--- src/rtl/fixed_to_float_pipe.sv ---
`timescale 1ns/1ps
`default_nettype none
// ============================================================================
// Module  : fixed_to_float_pipe
// Purpose : 3-stage fixed-point to IEEE-754 single-precision converter with
//           valid/ready handshaking on both sides (RNE rounding).
// Revision: 1.0 - initial release
// ============================================================================
module fixed_to_float_pipe #(
    parameter int IN_W   = 16,
    parameter int FRAC_W = 0,
    parameter int SIGNED = 1
) (
    input  logic            i_clk,
    input  logic            i_rst,
    input  logic            i_valid,
    output logic            o_ready,
    input  logic [IN_W-1:0] i_fixed,
    output logic            o_valid,
    input  logic            i_ready,
    output logic [31:0]     o_float,
    output logic            o_inexact
);

    localparam int C_NORM_W = IN_W - 1;
    localparam int C_EXT_SH = 57 - IN_W;

    logic                en;

    logic                sign1_d, sign1_q, valid1_q;
    logic [IN_W-1:0]     mag1_d, mag1_q;

    logic [5:0]          lead2;
    logic [C_NORM_W-1:0] norm2_d, norm2_q;
    logic [7:0]          exp2_d, exp2_q;
    logic                zero2_d, zero2_q, sign2_q, valid2_q;

    logic [55:0]         ext3;
    logic [22:0]         mant3;
    logic                guard3, sticky3, round_up3;
    logic [23:0]         mant_r3;
    logic [7:0]          exp_r3;
    logic [31:0]         float3_d, float3_q;
    logic                inexact3_d, inexact3_q, valid3_q;

    // A full output register only blocks the pipe when downstream refuses it.
    assign en        = ~valid3_q | i_ready;
    assign o_ready   = en | i_rst;
    assign o_valid   = valid3_q;
    assign o_float   = float3_q;
    assign o_inexact = inexact3_q;

    // Stage 1: sign and IN_W-bit magnitude (most negative input stays exact).
    assign sign1_d = (SIGNED != 0) ? i_fixed[IN_W-1] : 1'b0;
    assign mag1_d  = sign1_d ? -i_fixed : i_fixed;

    // Stage 2: leading-one position and left normalisation.
    always_comb begin
        lead2 = '0;
        for (int i = 0; i < IN_W; i++) begin
            if (mag1_q[i]) lead2 = 6'(i);
        end
    end

    assign zero2_d = ~|mag1_q;
    assign norm2_d = C_NORM_W'(mag1_q << (6'(IN_W - 1) - lead2));
    assign exp2_d  = 8'(127 - FRAC_W) + {2'b00, lead2};

    // Stage 3: left-align fraction, round to nearest even, pack.
    assign ext3      = {norm2_q, {C_EXT_SH{1'b0}}};
    assign mant3     = ext3[55:33];
    assign guard3    = ext3[32];
    assign sticky3   = |ext3[31:0];
    assign round_up3 = guard3 & (sticky3 | mant3[0]);
    assign mant_r3   = {1'b0, mant3} + {23'd0, round_up3};
    assign exp_r3    = exp2_q + {7'd0, mant_r3[23]};

    assign float3_d   = zero2_q ? 32'h0000_0000 : {sign2_q, exp_r3, mant_r3[22:0]};
    assign inexact3_d = ~zero2_q & (guard3 | sticky3);

    always_ff @(posedge i_clk) begin
        if (i_rst) begin
            valid1_q   <= 1'b0;
            sign1_q    <= 1'b0;
            mag1_q     <= '0;
            valid2_q   <= 1'b0;
            sign2_q    <= 1'b0;
            zero2_q    <= 1'b1;
            exp2_q     <= '0;
            norm2_q    <= '0;
            valid3_q   <= 1'b0;
            float3_q   <= '0;
            inexact3_q <= 1'b0;
        end else if (en) begin
            valid1_q   <= i_valid;
            sign1_q    <= sign1_d;
            mag1_q     <= mag1_d;
            valid2_q   <= valid1_q;
            sign2_q    <= sign1_q;
            zero2_q    <= zero2_d;
            exp2_q     <= exp2_d;
            norm2_q    <= norm2_d;
            valid3_q   <= valid2_q;
            float3_q   <= float3_d;
            inexact3_q <= inexact3_d;
        end
    end

endmodule
`default_nettype wire

--- config.mk ---
export PLATFORM = sky130hd
export DESIGN_NAME = fixed_to_float_pipe
export DESIGN_NICKNAME = d
export VERILOG_FILES = /design/src/rtl/fixed_to_float_pipe.sv
export SDC_FILE = /design/constraint.sdc
export NUM_CORES = 1
export LEC_CHECK = 0
export ABC_CLOCK_PERIOD_IN_PS = 4200
export CORE_UTILIZATION = 58
export CTS_CLUSTER_SIZE = 20
export DETAILED_ROUTE_END_ITERATION = 10
export PLACE_DENSITY_LB_ADDON = 0.15
export SKIP_LAST_GASP = 1
export SLEW_MARGIN = 20
export SYNTH_ARGS = -nofsm -noshare
export SYNTH_HDL_FRONTEND = slang
export SYNTH_SLANG_ARGS = --single-unit
export TNS_END_PERCENT = 30
--- constraint.sdc ---
create_clock -name i_clk -period 4.2 [get_ports i_clk]
set_clock_uncertainty 0.15 [all_clocks]
set_input_delay 0.84 -clock i_clk [delete_from_list [all_inputs] [get_ports i_clk]]
set_output_delay 0.84 -clock i_clk [all_outputs]
set_load 0.02 [all_outputs]
**Word-level counts from Yosys, hierarchy flattened**

Cells that the tools add are included.

- Register bits: 77
- Bits of input ports: 20
- Output and inout bits: 35
- Word-level logic and storage cells: 36

- Add/subtract/negate cells: 3
- Shift-type cells: 1
- Mux-type cells: 17
- Bitwise operators: 3
- Reductions and logical operators: 2

Operator list:

| kind | count |
|---|---|
| 2-to-1 mux 6 bit | 9 |
| 2-to-1 mux 32 bit | 1 |
| 2-to-1 mux 16 bit | 1 |
| negation 16 bit | 1 |
| OR reduction 16 bit | 1 |
| << shifter 16 x 6 -> 15 bit | 1 |
| 2-to-1 mux 3 bit | 3 |
| adder 7 x 6 -> 8 bit, first input constant | 1 |
| subtractor 4 x 6 -> 6 bit, first input constant | 1 |
| 2-to-1 mux 2 bit | 2 |
| bitwise OR 1 bit | 2 |
| zero test 1 bit | 1 |
| 2-to-1 mux 1 bit | 1 |
| inverter 1 bit | 1 |

**Depth between registers and ports, before layout**

- Depth in word-level cells: 17
- Depth in mapped cells: 11

**Worst setup path before layout**

Ideal clock, no wire load.

- Kind: in2out
- From: input port i_ready
- To: output port o_ready
- Arrival: 1.913 ns
- Path slack: 1.297 ns
- Cell stages on the path: 5
- Path buffers: 2
- Path through: nand2b_1 clkbuf_1 nor2_1 clkbuf_1 inv_1

- Word-level cells in the longest chain between the ends: 2

RTL lines:

| what | line | source |
|---|---|---|
| start: declaration | 20 | `input logic i_ready,` |
| bitwise OR 1 bit | 47 | `assign en = ~valid3_q \| i_ready;` |
| bitwise OR 1 bit | 48 | `assign o_ready = en \| i_rst;` |
| end: declaration | 17 | `output logic o_ready,` |

Every way passes these cells.

**Worst setup path in the final report**

Same ends and word-level chain as after synthesis.

==> impl_summary.md <==
Pwr
Dividing total power by cell area gives a power density of 401 nW/um^2. The completed layout was analyzed and its total power is 1610 uW. The analysis attributes to cell leakage a power of 0.00159 uW. The worst vdd rail ir drop is 223 uV.

Synthesis
The share of Yosys cell area claimed by the top area cell type is 0.391. The share of synthesized area occupied by flip-flops and latches is 0.391. A synthesized cell averages 8.57 um^2. The most frequently used cell type in the post-synthesis netlist is sky130_fd_sc_hd__dfxtp_1.

Yosys attributes the largest share of cell area to sky130_fd_sc_hd__dfxtp_1 (39%), sky130_fd_sc_hd__a22o_1 (6.4%), sky130_fd_sc_hd__nor2_1 (4.9%), sky130_fd_sc_hd__nand2_1 (4.7%), sky130_fd_sc_hd__a211oi_1 (4.4%). Of all flip-flops after synthesis, the portion carrying an async set or reset was 0. Yosys printed 0 warnings.

Counting flops with a built-in enable in the synthesized netlist gives 0. The synthesis-stage register bit count is 67. The top flip-flop cell by instance count after synthesis is sky130_fd_sc_hd__dfxtp_1. The biggest area contributor in the post-synthesis netlist is sky130_fd_sc_hd__dfxtp_1.

By count the netlist is led by sky130_fd_sc_hd__dfxtp_1 (67), sky130_fd_sc_hd__nor2_1 (45), sky130_fd_sc_hd__nand2_1 (43). Summing every instance area after synthesis gives 3430 um^2. Counting every instance in the synthesized netlist gives 400. The synthesized netlist contains 59 unique library cells.

Placement
The number of input and output port buffers inserted is 45. The total cell area at the placement stage is 3840 um^2. The placed wire-length estimate is 5790 um. The final estimated routing congestion in global placement is 0.921.

The number of placed instances, taps included, is 494.

Setup path
For this design, the slowest cell found on the critical path is sky130_fd_sc_hd__clkdlybuf4s50_1. The critical-path maximum fanout is 3. The kind of critical path is input pin to output pin.

STA classifies the critical path startpoint as an input pin. Walking the worst path, the cells encountered are clkdlybuf4s50_1, nand2b_1, nor2_2, inv_1, clkdlybuf4s50_1. The arrival time at the worst endpoint is 2.15 ns. The nature of the critical path endpoint is an output pin.

The count of cells along the worst register-to-register path is 8. In this design, the critical path's most frequently occurring cell is sky130_fd_sc_hd__clkdlybuf4s50_1. For the worst setup path, the data required time is 3.21 ns. The delay contributed by the slowest stage of the critical path is 0.59 ns.

Final layout
The share of cells above drive strength 1 is 0.0849. The final non-filler cell total is 508. Summing all flip-flop and latch instances after layout gives 1340 um^2. The number of fillers in the final layout is 477.

After the last flow step, the layout net total stands at 456. Relative to the synthesized area, the layout overhead comes to 17.3%. The total non-filler cell area in the finished layout is 4020 um^2. The number of antenna diodes in the final layout is 0. The multi-input combinational cells in the finished layout cover a total of 1880 um^2.

Routing
Once detail routing completed, the nets flagged for antenna violations numbered 0. The total vias in the final route is 2961. The overall routed net length is 7950 um.

The routed length per placed instance is 15.6 um. Dividing the detail-routed via count by the number of cells gives 5.83. For this block, the initial DRC count from the detailed router was 180.

For this run, the detailed router's first-pass iteration total came to 4. The number of remaining DRC errors is 0.

Floorplan
In this run the vertical extent of the chip is 78.9 um. The initial utilization of the core area, before any placement, comes to 0.611. The area of the placeable core is 5610 um^2.

The horizontal die dimension is 78.9 um. The floorplan has 27 rows. The boundary pin count is 55.

The die covers 6220 um^2.

Global route
The leftover overflow at the end of global routing is 0. The number of global-route vias before repair is 2766. The initial antenna violation count is 0. The global-route usage over all layers is 0.277. The maximum number of pins on one net before global-route repair is 45. The global-route wire length before repair is 13300 um.

STA
The max-slew violation count is 0. Setup repair after global routing left no endpoint under its margin. The final critical delay including setup and external delays is 3.14 ns. Headroom to the max-slew limit came out at 0.473. The count of final setup violators is 0. The final count of hold timing violations was 0.

Setup total negative slack on the finished layout was measured at 0 ns. At the pin with the least slew margin, the transition time is 0.785 ns. The period utilization is 0.748. Based on the critical path, the design can be clocked at up to 318 MHz.

CTS
The tree built by TritonCTS fans out to 67 sinks. After clock tree synthesis, the setup repair step added 0 buffers. The number of buffers between clock root and the deepest sink is 2. TritonCTS built the clock tree. The count of cells resized by post-cts repair is 0. The latest clock arrival within the worst-skew pair is 0.35 ns.

Clock-pin slew was measured on the worst setup and hold paths at 0.06 ns. The H-tree depth is 3. In this run, CTS created clock tree buffers numbering 9. The number of hold-repair buffers added at the cts stage is 0. CTS placed an instance of sky130_fd_sc_hd__clkbuf_8 at the clock tree root.

Flow run
The count of maximum capacitance violations is 0.

Hold path
The min-delay analysis places its worst path in the category register to register. The cell depth of the worst min-delay path is 2.

Run status
The run finished with clean final reports.
through the flow:
stage                     utilization  hold WS, ns  setup slack, ns
after floorplan                     -        0.266             1.30
after global placement          0.684        0.275            0.880
after detailed placement        0.684        0.287            0.765
after CTS                       0.717        0.296             1.05
after global routing            0.717        0.322            0.942
final                           0.717        0.293             1.06
placed cells by master, fill, tap and decap left out, types with 10 or more instances in the layout:
cell type                         instances
sky130_fd_sc_hd__a211oi_1                20
sky130_fd_sc_hd__a21oi_1                 25
sky130_fd_sc_hd__a22o_1                  25
sky130_fd_sc_hd__a22oi_1                 10
sky130_fd_sc_hd__clkbuf_8                13
sky130_fd_sc_hd__clkdlybuf4s50_1         45
sky130_fd_sc_hd__dfxtp_1                 67
sky130_fd_sc_hd__mux2i_1                 10
sky130_fd_sc_hd__nand2_1                 43
sky130_fd_sc_hd__nor2_1                  44
sky130_fd_sc_hd__o21ai_0                 12
sky130_fd_sc_hd__xor2_1                  10
critical path: cells and delay by family:
family / cells / cell delay (ns)
buf+inv: 3 / 1.10
simple gates: 2 / 0.21
worst paths after layout:
path | to | startpoint | slack (ns)
worst max-delay path | o_ready | i_ready | 1.06
worst min-delay path | norm2_q[6] | norm2_q[6] | 0.29
worst max register to register | norm2_q[11] | mag1_q[15] | 1.39
worst min register to register | norm2_q[6] | norm2_q[6] | 0.29
layer usage:
metal / global-route usage / wire [um] / vias to the layer above
li1: - / - / 1495
met1: 0.345 / 3560 / 1360
met2: 0.474 / 3890 / 97
met3: 0.0598 / 389 / 9
met4: 0.0964 / 106 / 0
met5: 0 / 0 / -
flip-flops by register name (all words and copies together), names as in the netlist:
register / count
exp2_q: 7
mag1_q: 16
norm2_q: 15
o_float: 23
o_valid: 1
sign1_q: 1
sign2_q: 1
valid1_q: 1
valid2_q: 1
zero2_q: 1
kinds of logic after synthesis:
family          Yosys count  synth area share
compound gates          126             0.268
mux                      13            0.0423
fa+ha+maj                 3            0.0110
xor+xnor                 14            0.0358
other cells               1           0.00109
simple gates            130             0.180
flops                    67             0.391
buf+inv                  46            0.0708
layout make-up:
class	count	area share
clock buffer	13	0.0445
tap	72	0.0224
clock inverter	1	0.00187
multi-input combinational	295	0.467
sequential	67	0.333
timing repair buffer	50	0.121
inverter	10	0.00995
power breakdown:
group          switching, uW  leakage (uW)  internal [uW]
logic                    214      0.000943            152
clock network            238     0.0000936            272
registers               49.9      0.000550            688
total                    501       0.00159           1110
No activity file was read; power rests on OpenSTA's default activity.
